### src/rtl/capi_pkg.sv
// Shared PSL command/response widths, codes and helpers for the command-issue slice.
package capi_pkg;

  localparam int TAG_W   = 8;
  localparam int COM_W   = 13;
  localparam int EA_W    = 64;
  localparam int CSIZE_W = 12;

  localparam logic [COM_W-1:0] READ_CL_NA = 13'h0A00;
  localparam logic [COM_W-1:0] WRITE_NA   = 13'h0D00;
  localparam logic [COM_W-1:0] RESTART    = 13'h0001;

  localparam logic [7:0] DONE    = 8'h00;
  localparam logic [7:0] AERROR  = 8'h01;
  localparam logic [7:0] DERROR  = 8'h03;
  localparam logic [7:0] FLUSHED = 8'h06;
  localparam logic [7:0] FAULT   = 8'h07;
  localparam logic [7:0] PAGED   = 8'h0A;

  typedef enum logic [1:0] {
    IDLE = 2'd0,
    LOAD = 2'd1,
    RUN  = 2'd2
  } state_t;

  // Narrower fields are zero-extended by the caller; padding zeros do not change parity.
  function automatic logic odd_parity(input logic [63:0] d);
    return ~^d;
  endfunction

endpackage

### src/rtl/tag_free_list.sv
// Tag pool: busy bitmap, lowest-index free tag selection and in-flight count.
module tag_free_list
  import capi_pkg::*;
#(
  parameter int NUM_TAGS = 32,
  parameter int CNT_W    = 9
) (
  input  logic                clock,
  input  logic                rstn,
  input  logic                flush,
  input  logic                alloc,
  input  logic                free,
  input  logic [TAG_W-1:0]    free_idx,
  output logic [TAG_W-1:0]    alloc_idx,
  output logic                any_free,
  output logic [NUM_TAGS-1:0] busy,
  output logic [CNT_W-1:0]    count
);

  // Selection uses the pre-edge bitmap, so a tag freed this cycle is only offered next cycle.
  always_comb begin
    alloc_idx = '0;
    any_free  = 1'b0;
    for (int i = NUM_TAGS - 1; i >= 0; i--) begin
      if (!busy[i]) begin
        alloc_idx = TAG_W'(i);
        any_free  = 1'b1;
      end
    end
  end

  always_ff @(posedge clock) begin
    if (!rstn || flush) begin
      busy  <= '0;
      count <= '0;
    end else begin
      for (int i = 0; i < NUM_TAGS; i++) begin
        if (alloc && alloc_idx == TAG_W'(i)) busy[i] <= 1'b1;
        if (free && free_idx == TAG_W'(i))   busy[i] <= 1'b0;
      end
      count <= count + CNT_W'(alloc) - CNT_W'(free);
    end
  end

endmodule

### src/rtl/cmd_tag_credit_ctrl.sv
// PSL command issue with tag allocation and credit gating; retires responses back to engines.
module cmd_tag_credit_ctrl
  import capi_pkg::*;
#(
  parameter int NUM_TAGS = 32,
  parameter int CNT_W    = 9
) (
  input  logic               clock,
  input  logic               rstn,
  input  logic               enabled,
  input  logic [7:0]         ha_croom,
  input  logic               req_valid,
  output logic               req_ready,
  input  logic [COM_W-1:0]   req_com,
  input  logic [EA_W-1:0]    req_cea,
  input  logic [15:0]        req_cch,
  input  logic [CSIZE_W-1:0] req_csize,
  output logic               ah_cvalid,
  output logic [TAG_W-1:0]   ah_ctag,
  output logic               ah_ctagpar,
  output logic [COM_W-1:0]   ah_com,
  output logic               ah_compar,
  output logic [2:0]         ah_cabt,
  output logic [EA_W-1:0]    ah_cea,
  output logic               ah_ceapar,
  output logic [15:0]        ah_cch,
  output logic [CSIZE_W-1:0] ah_csize,
  input  logic               ha_rvalid,
  input  logic [TAG_W-1:0]   ha_rtag,
  input  logic               ha_rtagpar,
  input  logic [7:0]         ha_response,
  input  logic [8:0]         ha_rcredits,
  output logic               rsp_valid,
  output logic [TAG_W-1:0]   rsp_tag,
  output logic [7:0]         rsp_code,
  output logic [CNT_W-1:0]   outstanding,
  output logic               err_tag
);

  state_t                  state, state_next;
  logic                    load, run;
  logic [CNT_W-1:0]        credits, max_credits;
  logic                    any_free, issue, parity_ok, tag_busy, rsp_hit, rsp_bad;
  logic [TAG_W-1:0]        alloc_tag;
  logic [NUM_TAGS-1:0]     busy;
  logic signed [CNT_W+1:0] rc_ext, dec, cred_sum;

  function automatic logic [CNT_W-1:0] sat_credits(input logic signed [CNT_W+1:0] s,
                                                   input logic [CNT_W-1:0] lim);
    if (s < 0) return '0;
    if (s > $signed({2'b00, lim})) return lim;
    return s[CNT_W-1:0];
  endfunction

  always_ff @(posedge clock) begin
    if (!rstn) state <= IDLE;
    else       state <= state_next;
  end

  always_comb begin
    state_next = state;
    load       = 1'b0;
    run        = 1'b0;
    case (state)
      IDLE: if (enabled) state_next = LOAD;
      LOAD: begin
        load       = 1'b1;
        state_next = RUN;
      end
      RUN:  run = 1'b1;
      default: state_next = IDLE;
    endcase
    // A flush cycle accepts nothing, so no command is handed over and then dropped.
    if (!enabled) begin
      state_next = IDLE;
      load       = 1'b0;
      run        = 1'b0;
    end
  end

  assign req_ready = run & (credits != '0) & any_free;
  assign issue     = req_valid & req_ready;
  assign ah_cabt   = 3'b000;

  always_comb begin
    tag_busy = 1'b0;
    for (int i = 0; i < NUM_TAGS; i++) begin
      if (busy[i] && ha_rtag == TAG_W'(i)) tag_busy = 1'b1;
    end
  end

  assign parity_ok = (odd_parity(64'(ha_rtag)) == ha_rtagpar);
  assign rsp_hit   = run & ha_rvalid & parity_ok & tag_busy;
  assign rsp_bad   = run & ha_rvalid & ~(parity_ok & tag_busy);

  assign rc_ext   = ha_rvalid ? {{(CNT_W-7){ha_rcredits[8]}}, ha_rcredits} : '0;
  assign dec      = issue ? '1 : '0;
  assign cred_sum = $signed({2'b00, credits}) + dec + rc_ext;

  always_ff @(posedge clock) begin
    if (!rstn || !enabled) begin
      credits     <= '0;
      max_credits <= '0;
    end else if (load) begin
      credits     <= CNT_W'(ha_croom);
      max_credits <= CNT_W'(ha_croom);
    end else if (run) begin
      credits     <= sat_credits(cred_sum, max_credits);
    end
  end

  tag_free_list #(.NUM_TAGS(NUM_TAGS), .CNT_W(CNT_W)) u_tags (
    .clock     (clock),
    .rstn      (rstn),
    .flush     (~enabled),
    .alloc     (issue),
    .free      (rsp_hit),
    .free_idx  (ha_rtag),
    .alloc_idx (alloc_tag),
    .any_free  (any_free),
    .busy      (busy),
    .count     (outstanding)
  );

  // Command and response output registers; parity is captured with the value it covers.
  always_ff @(posedge clock) begin
    if (!rstn) begin
      ah_cvalid  <= 1'b0;
      ah_ctag    <= '0;
      ah_ctagpar <= 1'b0;
      ah_com     <= '0;
      ah_compar  <= 1'b0;
      ah_cea     <= '0;
      ah_ceapar  <= 1'b0;
      ah_cch     <= '0;
      ah_csize   <= '0;
      rsp_valid  <= 1'b0;
      rsp_tag    <= '0;
      rsp_code   <= '0;
      err_tag    <= 1'b0;
    end else begin
      ah_cvalid <= issue;
      if (issue) begin
        ah_ctag    <= alloc_tag;
        ah_ctagpar <= odd_parity(64'(alloc_tag));
        ah_com     <= req_com;
        ah_compar  <= odd_parity(64'(req_com));
        ah_cea     <= req_cea;
        ah_ceapar  <= odd_parity(req_cea);
        ah_cch     <= req_cch;
        ah_csize   <= req_csize;
      end
      rsp_valid <= rsp_hit;
      if (rsp_hit) begin
        rsp_tag  <= ha_rtag;
        rsp_code <= ha_response;
      end
      if (rsp_bad) err_tag <= 1'b1;
    end
  end

endmodule

### config.mk
export PLATFORM = sky130hd
export DESIGN_NAME = cmd_tag_credit_ctrl
export DESIGN_NICKNAME = d
export VERILOG_FILES = /design/src/rtl/capi_pkg.sv /design/src/rtl/tag_free_list.sv /design/src/rtl/cmd_tag_credit_ctrl.sv
export SDC_FILE = /design/constraint.sdc
export NUM_CORES = 1
export LEC_CHECK = 0
export CAP_MARGIN = 20
export CORE_ASPECT_RATIO = 0.7
export CORE_UTILIZATION = 48
export DETAILED_ROUTE_END_ITERATION = 16
export PLACE_DENSITY = 0.92
export SYNTH_ARGS = -nofsm -noshare
export SYNTH_HDL_FRONTEND = slang
export SYNTH_HIERARCHICAL = 1
export SYNTH_SLANG_ARGS = --single-unit
### constraint.sdc
create_clock -name clock -period 8.75 [get_ports clock]
set_input_delay 1.75 -clock clock [delete_from_list [all_inputs] [get_ports clock]]
set_output_delay 1.75 -clock clock [all_outputs]
set_load 0.005 [all_outputs]
* Word-level counts from Yosys, hierarchy flattened
Index checks and enable logic that the tools add are counted.
Storage, ports and cells: bits in registers 195, input port bits 144, output and inout port bits 148, logic and storage cells 392
Operators by class: add/sub/neg operators 4, $lt $le $gt $ge 2, equality and inequality tests 65, multiplexer cells 118, bitwise logic cells 10, reductions and logical operators 143
Operators by type and width (number):
- $reduce_xnor A64 Y1 | 4
- $mux W5 | 32
- $eq A8 B5 Y1 const B | 16
- $logic_and A1 B1 Y1 | 96
- $eq A5 B5 Y1 const B | 16
- $mux W1 | 77
- $reduce_or A2 Y1 | 33
- $eq A8 B4 Y1 const B | 8
- $eq A5 B4 Y1 const B | 8
- $mux W9 | 4
- $eq A8 B3 Y1 const B | 4
- $mux W11 | 2
- $eq A5 B3 Y1 const B | 4
- $eq A8 B2 Y1 const B | 2
- $logic_not A8 Y1 | 2
- $mux W8 | 2
- $add A10 B11 Y11 | 1
- $add A11 B11 Y11 | 1
- $gt A11 B9 Y1 | 1
- $lt A11 B1 Y1 const B | 1
- $eq A5 B2 Y1 const B | 2
- $add A9 B1 Y9 | 1
- $reduce_bool A9 Y1 | 1
- $sub A9 B1 Y9 | 1
- 13 further kinds | 23

* Depth between registers and ports, before layout
Gate-level depths: netlist of run 1.
depth after elaboration 50, gate-level depth with buffers 23, depth with buffers taken out 22

* Modules after synthesis
Netlist of run 1, hierarchy kept.
Modules (own cells, without submodules):
- cmd_tag_credit_ctrl | instances 1, cells each 890, area an instance 7734.9 um^2
- tag_free_list | instances 1, cells each 302, area an instance 2451.1 um^2

* Worst setup path after synthesis of run 1
Ideal clock, no wire load.
path kind input to register, from in enabled, to reg credits[0], arrival 6.732 ns, path slack 1.926 ns, stages 22, path buffers 1, cells stage by stage nand2_1 -> nor2_1 -> nand2_1 -> a31oi_1 -> nand2_1 -> inv_2 -> clkbuf_1 -> fa_1 -> ha_1 -> fa_1 -> a21o_1 -> a21oi_1 -> o21bai_1 -> a21oi_1 -> xnor2_1 -> ha_1 -> a211oi_1 -> nand2_1 -> a31oi_1 -> o211ai_2 -> mux2i_1 -> o32ai_1
Between the ends: longest elaborated chain between the ends 17, elaborated cells between the ends (all ways) 27
RTL lines:
- start, declared | line cmd_tag_credit_ctrl.sv:10 | input logic enabled,
- $mux W1 (*) | line cmd_tag_credit_ctrl.sv:74 | if (!enabled) begin
- $and A1 B1 Y1 (*) (2 in series) | line cmd_tag_credit_ctrl.sv:81 | assign req_ready = run & (credits != '0) & any_free;
- named net req_ready | line cmd_tag_credit_ctrl.sv:13 | output logic req_ready,
- $and A1 B1 Y1 (*) | line cmd_tag_credit_ctrl.sv:82 | assign issue = req_valid & req_ready;
- named net issue | line cmd_tag_credit_ctrl.sv:43 | logic any_free, issue, parity_ok, tag_busy, rsp_hit, rsp_bad;
- $mux W11 (*) | line cmd_tag_credit_ctrl.sv:97 | assign dec = issue ? '1 : '0;
- $add A10 B11 Y11 (*) | line cmd_tag_credit_ctrl.sv:98 | assign cred_sum = $signed({2'b00, credits}) + dec + rc_ext;
- $add A11 B11 Y11 (*) | line cmd_tag_credit_ctrl.sv:98
- $gt A11 B9 Y1 | line cmd_tag_credit_ctrl.sv:51 | if (s > $signed({2'b00, lim})) return lim;
- $mux W1 (2 in series) | line cmd_tag_credit_ctrl.sv:51
- $mux W1 | line cmd_tag_credit_ctrl.sv:107 | end else if (run) begin
- $mux W1 | line cmd_tag_credit_ctrl.sv:104 | end else if (load) begin
- $mux W1 | line cmd_tag_credit_ctrl.sv:101 | if (!rstn || !enabled) begin
- $mux W9 | line cmd_tag_credit_ctrl.sv:52 | return s[CNT_W-1:0];
- $mux W9 (*) | line cmd_tag_credit_ctrl.sv:51
- $mux W8 (*) | line cmd_tag_credit_ctrl.sv:107
- $mux W8 (*) | line cmd_tag_credit_ctrl.sv:104
- end signal, assigned | line cmd_tag_credit_ctrl.sv:105 | credits <= CNT_W'(ha_croom);
- end signal, assigned | line cmd_tag_credit_ctrl.sv:108 | credits <= sat_credits(cred_sum, max_credits);
- end, declared | line cmd_tag_credit_ctrl.sv:42 | logic [CNT_W-1:0] credits, max_credits;
Mark *: on every way through the listed nets, which the timed path passes. The rest lies on a longest branch. The select of a mux whose other input is x is not followed. A chain may end at the register's enable or synchronous reset.

* Worst setup path in the final report of run 1
from in enabled, to reg credits[0]
Between the ends: longest elaborated chain between the ends 17, elaborated cells between the ends (all ways) 27
RTL lines (line):
- $mux W1 | cmd_tag_credit_ctrl.sv:74
- $and A1 B1 Y1 (2 in series) | cmd_tag_credit_ctrl.sv:81
- $and A1 B1 Y1 | cmd_tag_credit_ctrl.sv:82
- $mux W11 | cmd_tag_credit_ctrl.sv:97
- $add A10 B11 Y11 | cmd_tag_credit_ctrl.sv:98
- $add A11 B11 Y11 | cmd_tag_credit_ctrl.sv:98
- $gt A11 B9 Y1 | cmd_tag_credit_ctrl.sv:51
- $mux W1 (2 in series) | cmd_tag_credit_ctrl.sv:51
- $mux W1 | cmd_tag_credit_ctrl.sv:107
- $mux W1 | cmd_tag_credit_ctrl.sv:104
- $mux W1 | cmd_tag_credit_ctrl.sv:101
- $mux W9 | cmd_tag_credit_ctrl.sv:52
- $mux W9 | cmd_tag_credit_ctrl.sv:51
- $mux W8 | cmd_tag_credit_ctrl.sv:107
- $mux W8 | cmd_tag_credit_ctrl.sv:104
Parallel ways exist; a longest one is shown, timed or not. The select of a mux whose other input is x is not followed.

==> results of run 1 <==
-- area by class of cell --
type	count	area, µm²	share of cell area [%]
clock buffers	22	474	3.44
repair buffers	293	2920	21.2
inverters	52	198	1.44
well taps	276	345	2.51
clock inverters	9	118	0.854
flip-flops and latches	195	3900	28.4
multi-input cells	886	5810	42.2
-- critical path, cell delays in order --
cell and delay (ns):
clkdlybuf4s50_1 0.53, nand2_1 0.07, nor2_1 0.25, nand2_1 0.11, a31oi_1 0.32, nand2_4 0.32, inv_4 0.56, fa_1 0.53
ha_1 0.24, fa_1 0.40, a21o_1 0.17, a21oi_1 0.29, o21bai_1 0.12, a21oi_1 0.19, xnor2_1 0.17, ha_1 0.30
a211oi_1 0.22, nand2_1 0.07, a31oi_1 0.18, o211ai_2 0.29, mux2i_1 0.20, o32ai_1 0.28
-- flip-flops by register name, summed over array words and instances (netlist names) --
name and cells:
ah_ctagpar 1, ah_ceapar 1, max_credits 8, ah_cvalid 1, state 2, ah_ctag 8
rsp_tag 8, err_tag 1, ah_com 13, ah_cea 64, u_tags/count 9, ah_compar 1
rsp_valid 1, ah_cch 16, ah_csize 12, rsp_code 8, credits 9, u_tags/busy 32
-- how the worst min path moves through the flow --
stage               depth (start not counted)            from             end  slack, ns
global placement                            2      ah_cea[48]      ah_cea[48]       0.44
CTS                                         2      ah_cea[49]      ah_cea[49]       0.45
global route                                2      ah_cea[59]      ah_cea[59]       0.47
finish                                      2      ah_cea[48]      ah_cea[48]       0.45
floorplan                                   2  max_credits[1]  max_credits[1]       0.45
detailed placement                          2      ah_cea[49]      ah_cea[49]       0.45
-- cell usage in the layout, fill, tap and decap left out, types with 8 or more instances in the layout --
master and count:
a21boi_0 109, fa_1 12, nand2_1 279, a211oi_1 16
inv_1 51, xor2_1 14, a31oi_1 21, o21ai_0 20
xnor2_1 84, nand2b_1 8, nand4_1 14, mux2i_1 25
dfxtp_1 195, a22oi_1 16, ha_1 38, nor2_1 30
nor2b_1 28, nor3_1 14, clkbuf_16 17, a21boi_1 8
a21oi_1 36, clkdlybuf4s50_1 287, and2_1 11
-- power breakdown --
group,internal [mW],switching (mW)
sequential,0.890,0.00361
combinational,0.161,0.132
clock,0.448,0.361
-- cell families (layout without fill, tap and decap cells) --
logic type | count (synthesis) | in the layout | share of synthesized area (%)
XOR/XNOR | 98 | 98 | 8.43
multiplexers | 26 | 26 | 2.57
adder cells (fa/ha/maj) | 50 | 50 | 7.03
buffers and inverters | 115 | 376 | 4.84
AND/OR/NAND/NOR | 422 | 422 | 18.6
flip-flops | 195 | 195 | 38.3
other | 2 | 6 | 0.0737
AO/OA/AOI/OAI | 284 | 284 | 20.2
-- metrics by stage --
| stage | power, mW | hold slack (ns) | instance area, µm² | setup WS, ns | utilization (%) |
|---|---|---|---|---|---|
| 3_3_place_gp | 1.20 | 0.440 | 13200 | 1.34 | 63.5 |
| 5_1_grt | 2.06 | 0.475 | 13800 | 1.03 | 66.3 |
| 6_report | 1.99 | 0.453 | 13800 | 1.46 | 66.3 |
| 3_5_place_dp | 1.20 | 0.446 | 13200 | 1.10 | 63.5 |
| 4_1_cts | 2.00 | 0.455 | 13800 | 1.53 | 66.3 |
| 2_1_floorplan | 1.09 | 0.449 | 10200 | 1.93 | - |
-- per-layer routing --
layer	track usage [%]	share of wire (%)
met2	43.9	46
met3	8.67	8.7
met1	34.5	43
met5	0	0
met4	8.32	2.0
==> impl_metrics.toml, run 1 <==
[run_status]
outcome = "completed"

[final_layout]
final_cell_count_no_fill = 1733
fillers = 1668
diodes = 0
final_nets = 1639
drive_gt1_share_pct = 3.84
area_growth_pct = 35.2

[timing]
rsz0062_at_grt = "false"
timing.fmax_mhz = 137
relSlewSlack_pct = 26.2
fin_crit_ns = 7.29
clock_skew_ns = 0.0171
tightest_slew_ns = 1.11
finalCritPeriodShare_pct = 83.3
setup_viol = 0
finalHoldViolations = 0
setup_tns_ns = 0
finalMaxSlewViolations = 0

[grt]
grt_start_max_net_pins = 122
grt_pass1_vias = 8899
antenna_found_initial = 0
grt.total_usage_pct = 27.1
grt_overflow_total = 0
grt_pass1_wl_um = 46300

[die]
core_region_area_um2 = 20800
initial_utilization_pct = 49.1
die_h_um = 124
row_count = 44
die_w_um = 176
dieArea_um2 = 21800
io_pins = 292

[routing]
wl_per_cell_um = 17.6
drt_iter0_markers = 852
ant_nets = 0
dr_total_vias = 9560
via_per_inst = 5.52
drc = 0
wirelength_um = 30500
first_pass_iters = 6

[clocking]
cts_setup_buffers = 0
cts_buffers = 17
cts_root_buffer = "clkbuf_16"
cts.repair.resized = 0
clk_latency_ns = 0.45
cts_hold_buffers = 0
clock_sinks = 195
cts_tree = "yes"
path_clk_slew_ns = 0.07
cts_max_path_buffers = 2
cts-htree-levels = 4

[worst_setup_path]
crit_required_ns = 9.08
crit_type = "input port to flip-flop"
endpoint = "credits[0]"
cp-start-kind = "input port"
ff2ff_path_depth = 22
worstSetupStartpoint = "enabled"
crit_path_end_kind = "flip-flop"
reg2reg_to = "credits[0]"
crit_fanout = 52
worstReg2RegStart = "u_tags/busy[31]"
crit_arrival_ns = 7.61
reg2reg_setup_slack_ns = 2.60

[synthesis]
yosys_warnings = 6
yosys_register_bits = 195
ys.flop_type = "dfxtp_1"
yosysTopAreaCellShare_pct = 38.3
synth_common_cells = "nand2_1 (280), dfxtp_1 (195), a21boi_0 (109)"
synth.area.top_cells = "dfxtp_1 (38%), nand2_1 (10%), a21boi_0 (8.0%), xnor2_1 (7.2%), ha_1 (4.7%)"
syn_inst = 1192
post_synth_num_cell_types = 67
async_reset_ff_share_pct = 0
synth.most_common_cell = "nand2_1"
yosysTopAreaCell = "dfxtp_1"
synthesis.area_um2 = 10200
synth-edff-count = 0
avgSynthCellArea_um2 = 8.55
yosysSeqAreaShare_pct = 38.3

[power_and_ir_drop]
powerDensity_nw_per_um2 = 145
max-vdd-ir-drop_v = 0.000131
p_leak_nw = 4.69

[placed_design]
port_buffers = 288
hpwlAfterDp_um = 22200
dpl.cell_count = 1702
gp_congestion = 0.972

[flow_run]
max_cap_viol_count = 0

[hold_path]
hold_class = "flip-flop to flip-flop"
Power figures use the tool's default switching activity.
==> run 2: changes to the inputs <==
Settings changed: CORE_UTILIZATION 48 to 44, PLACE_DENSITY 0.92 to 0.89.
Clock period 8.75 ns to 6.6 ns, I/O delays scaled along.
==> run 2 against run 1 <==
Net effect:
- critical path depth decreased by 1
- worst setup slack lost 0.95 ns
- total power up 34%
- first-iteration DRC count is 16% lower
- critical path type unchanged
- largest cell class unchanged
==> impl_metrics.toml, run 2 (synthesized netlist as in run 1, its figures left out) <==
[worst_setup_path]
ff2ff_path_depth = 22
crit_buf_inv = 3
crit_fanout = 57
cpLargestDelayFamily = "compound AO/OA/AOI/OAI gates"
max_stage_delay_ns = 0.54
reg2reg_to = "credits[0]"
crit_type = "input port to flip-flop"
worstReg2RegStart = "u_tags/busy[27]"
path_cells = "clkdlybuf4s50_1, nand2_1, nor2_1, nand2_1, a31oi_1, nand2_4, inv_4, buf_4, fa_1, ha_1, a21oi_1, o21bai_1, a21oi_1, xnor2_1, ha_1, a211oi_1, nand2_1, a31oi_1, o211ai_2, mux2i_1, o32ai_1"
reg2reg_setup_slack_ns = 1.10
crit_top_cell = "nand2_1"
crit_required_ns = 6.95
crit_path_end_kind = "flip-flop"
critPathSlowestCell = "clkdlybuf4s50_1"
cp-start-kind = "input port"
crit_arrival_ns = 6.44

[clocking]
cts.repair.resized = 0
cts_hold_buffers = 0
cts_setup_buffers = 0
cts_max_path_buffers = 2
path_clk_slew_ns = 0.08
clk_latency_ns = 0.45
cts_root_buffer = "clkbuf_16"
clock_sinks = 195
cts-htree-levels = 4
cts_buffers = 17
cts_tree = "yes"

[final_layout]
top_register = "ah_cea"
postLayoutCoreUtil_pct = 61.2
final_cell_area_um2 = 13900
diodes = 0
area_growth_pct = 36.2
largest_reg_flops = 64
final_cell_mix = "clkdlybuf4s50_1 (287), nand2_1 (279), dfxtp_1 (195)"
final_nets = 1644
largest_registers = "ah_cea x64, u_tags/busy x32, ah_cch x16"
layout_commonest_cell = "clkdlybuf4s50_1"
drive_gt1_share_pct = 4.37

[timing]
setup_tns_ns = 0
finalCritPeriodShare_pct = 92.2
rsz0062_at_grt = "false"
finalHoldViolations = 0
fin_crit_ns = 6.09
clock_skew_ns = 0.0170
setup_viol = 0
tightest_slew_ns = 1.11
relSlewSlack_pct = 26.3
finalMaxSlewViolations = 0
layout_setup_ws_ns = 0.513
timing.fmax_mhz = 164

[routing]
wirelength_um = 31600
dr_total_vias = 9574
first_pass_iters = 6
via_per_inst = 5.39
wl_per_cell_um = 17.8
drc = 0
ant_nets = 0
drt_iter0_markers = 715

[placed_design]
dpl_cell_area_um2 = 13300
gp_congestion = 0.969
port_buffers = 288
hpwlAfterDp_um = 23300
dp_slack_ns = 0.128

[die]
io_pins = 292
core_region_area_um2 = 22700
die_w_um = 184
initial_utilization_pct = 44.9
dieArea_um2 = 23800
die_h_um = 129
row_count = 46

[power_and_ir_drop]
switchingPower_mw = 0.697
p_leak_nw = 4.71
power_frac_seq_pct = 44.3
power_frac_comb_pct = 14.7
p_sw_share_pct = 26.1
powerDensity_nw_per_um2 = 193
clkPwrFrac_pct = 41.0
internal_power_mw = 1.98
max-vdd-ir-drop_v = 0.000177

[grt]
antenna_found_initial = 0
grt_start_max_net_pins = 117
grt_overflow_total = 0
grt_pass1_vias = 9138
grt_pass1_wl_um = 48500
grt.total_usage_pct = 26.3

[hold_path]
hold_path_depth = 2
hold_start = "ah_cea[48]"
hold_end = "ah_cea[48]"
hold_class = "flip-flop to flip-flop"

[run_status]
outcome = "completed"

[flow_run]
max_cap_viol_count = 0
## run 2: changes by cell type in the layout (fill, tap and decap cells not counted), moves of 2 or more
cell and delta:
clkbuf_1 -2, buf_4 +5, clkbuf_8 -2, clkinvlp_4 +2, clkinv_4 +3
## run 2: per-layer routing
layer	GRT usage, %	vias to the layer above	routed length, µm
met1	34.7	4508	13700
met3	8.52	57	3050
met2	40.5	419	14100
li1	-	4590	-
met4	8.68	0	817
met5	0	-	0
## run 2: power groups by stage
| stage | Clock (mW) | Combinational [mW] | Sequential (mW) |
|---|---|---|---|
| after detailed placement | 0 | 0.387 | 1.21 |
| final | 1.09 | 0.393 | 1.18 |
| after floorplan | 0 | 0.233 | 1.21 |
| after global placement | 0 | 0.379 | 1.21 |
| after CTS | 1.11 | 0.390 | 1.18 |
| after global routing | 1.15 | 0.419 | 1.19 |
## run 2: tightest hold or removal path: cells and delay by family (launching register included)
| kind | cells | cell delay, ns |
|---|---|---|
| flip-flops | 1 | 0.31 |
| AO/OA/AOI/OAI | 1 | 0.05 |
| AND/OR/NAND/NOR | 1 | 0.05 |
## run 2: cell type report
type                       instances  area [µm²]
clock buffer                      18         439
clock inverter                    14         173
fill                            1941        8810
inverter                          52         198
multi-input combinational        886        5810
sequential                       195        3900
tap                              312         390
timing repair buffer             298        2960
## run 2: how the worst max path moves through the flow
stage / start / endpoint / slack [ns] / depth (start not counted)
final: enabled / credits[0] / 0.51 / 21
after global routing: enabled / credits[4] / 0.14 / 21
after CTS: enabled / credits[0] / 0.56 / 21
after detailed placement: enabled / credits[2] / 0.13 / 21
after global placement: enabled / credits[1] / 0.38 / 21
after floorplan: enabled / credits[0] / 0.21 / 22
## run 2: stage by stage
stage	power (mW)	std cells	hold WS, ns
6_report	2.67	1775	0.456
4_1_cts	2.69	1775	0.456
5_1_grt	2.76	1775	0.473
3_3_place_gp	1.59	1743	0.441
2_1_floorplan	1.44	1196	0.449
3_5_place_dp	1.60	1743	0.446
==> run 3: changes to the inputs <==
Settings changed: SKIP_LAST_GASP set to 1.
==> results of run 3 <==
The final DEF is identical to that of run 2; final timing and power are the same.
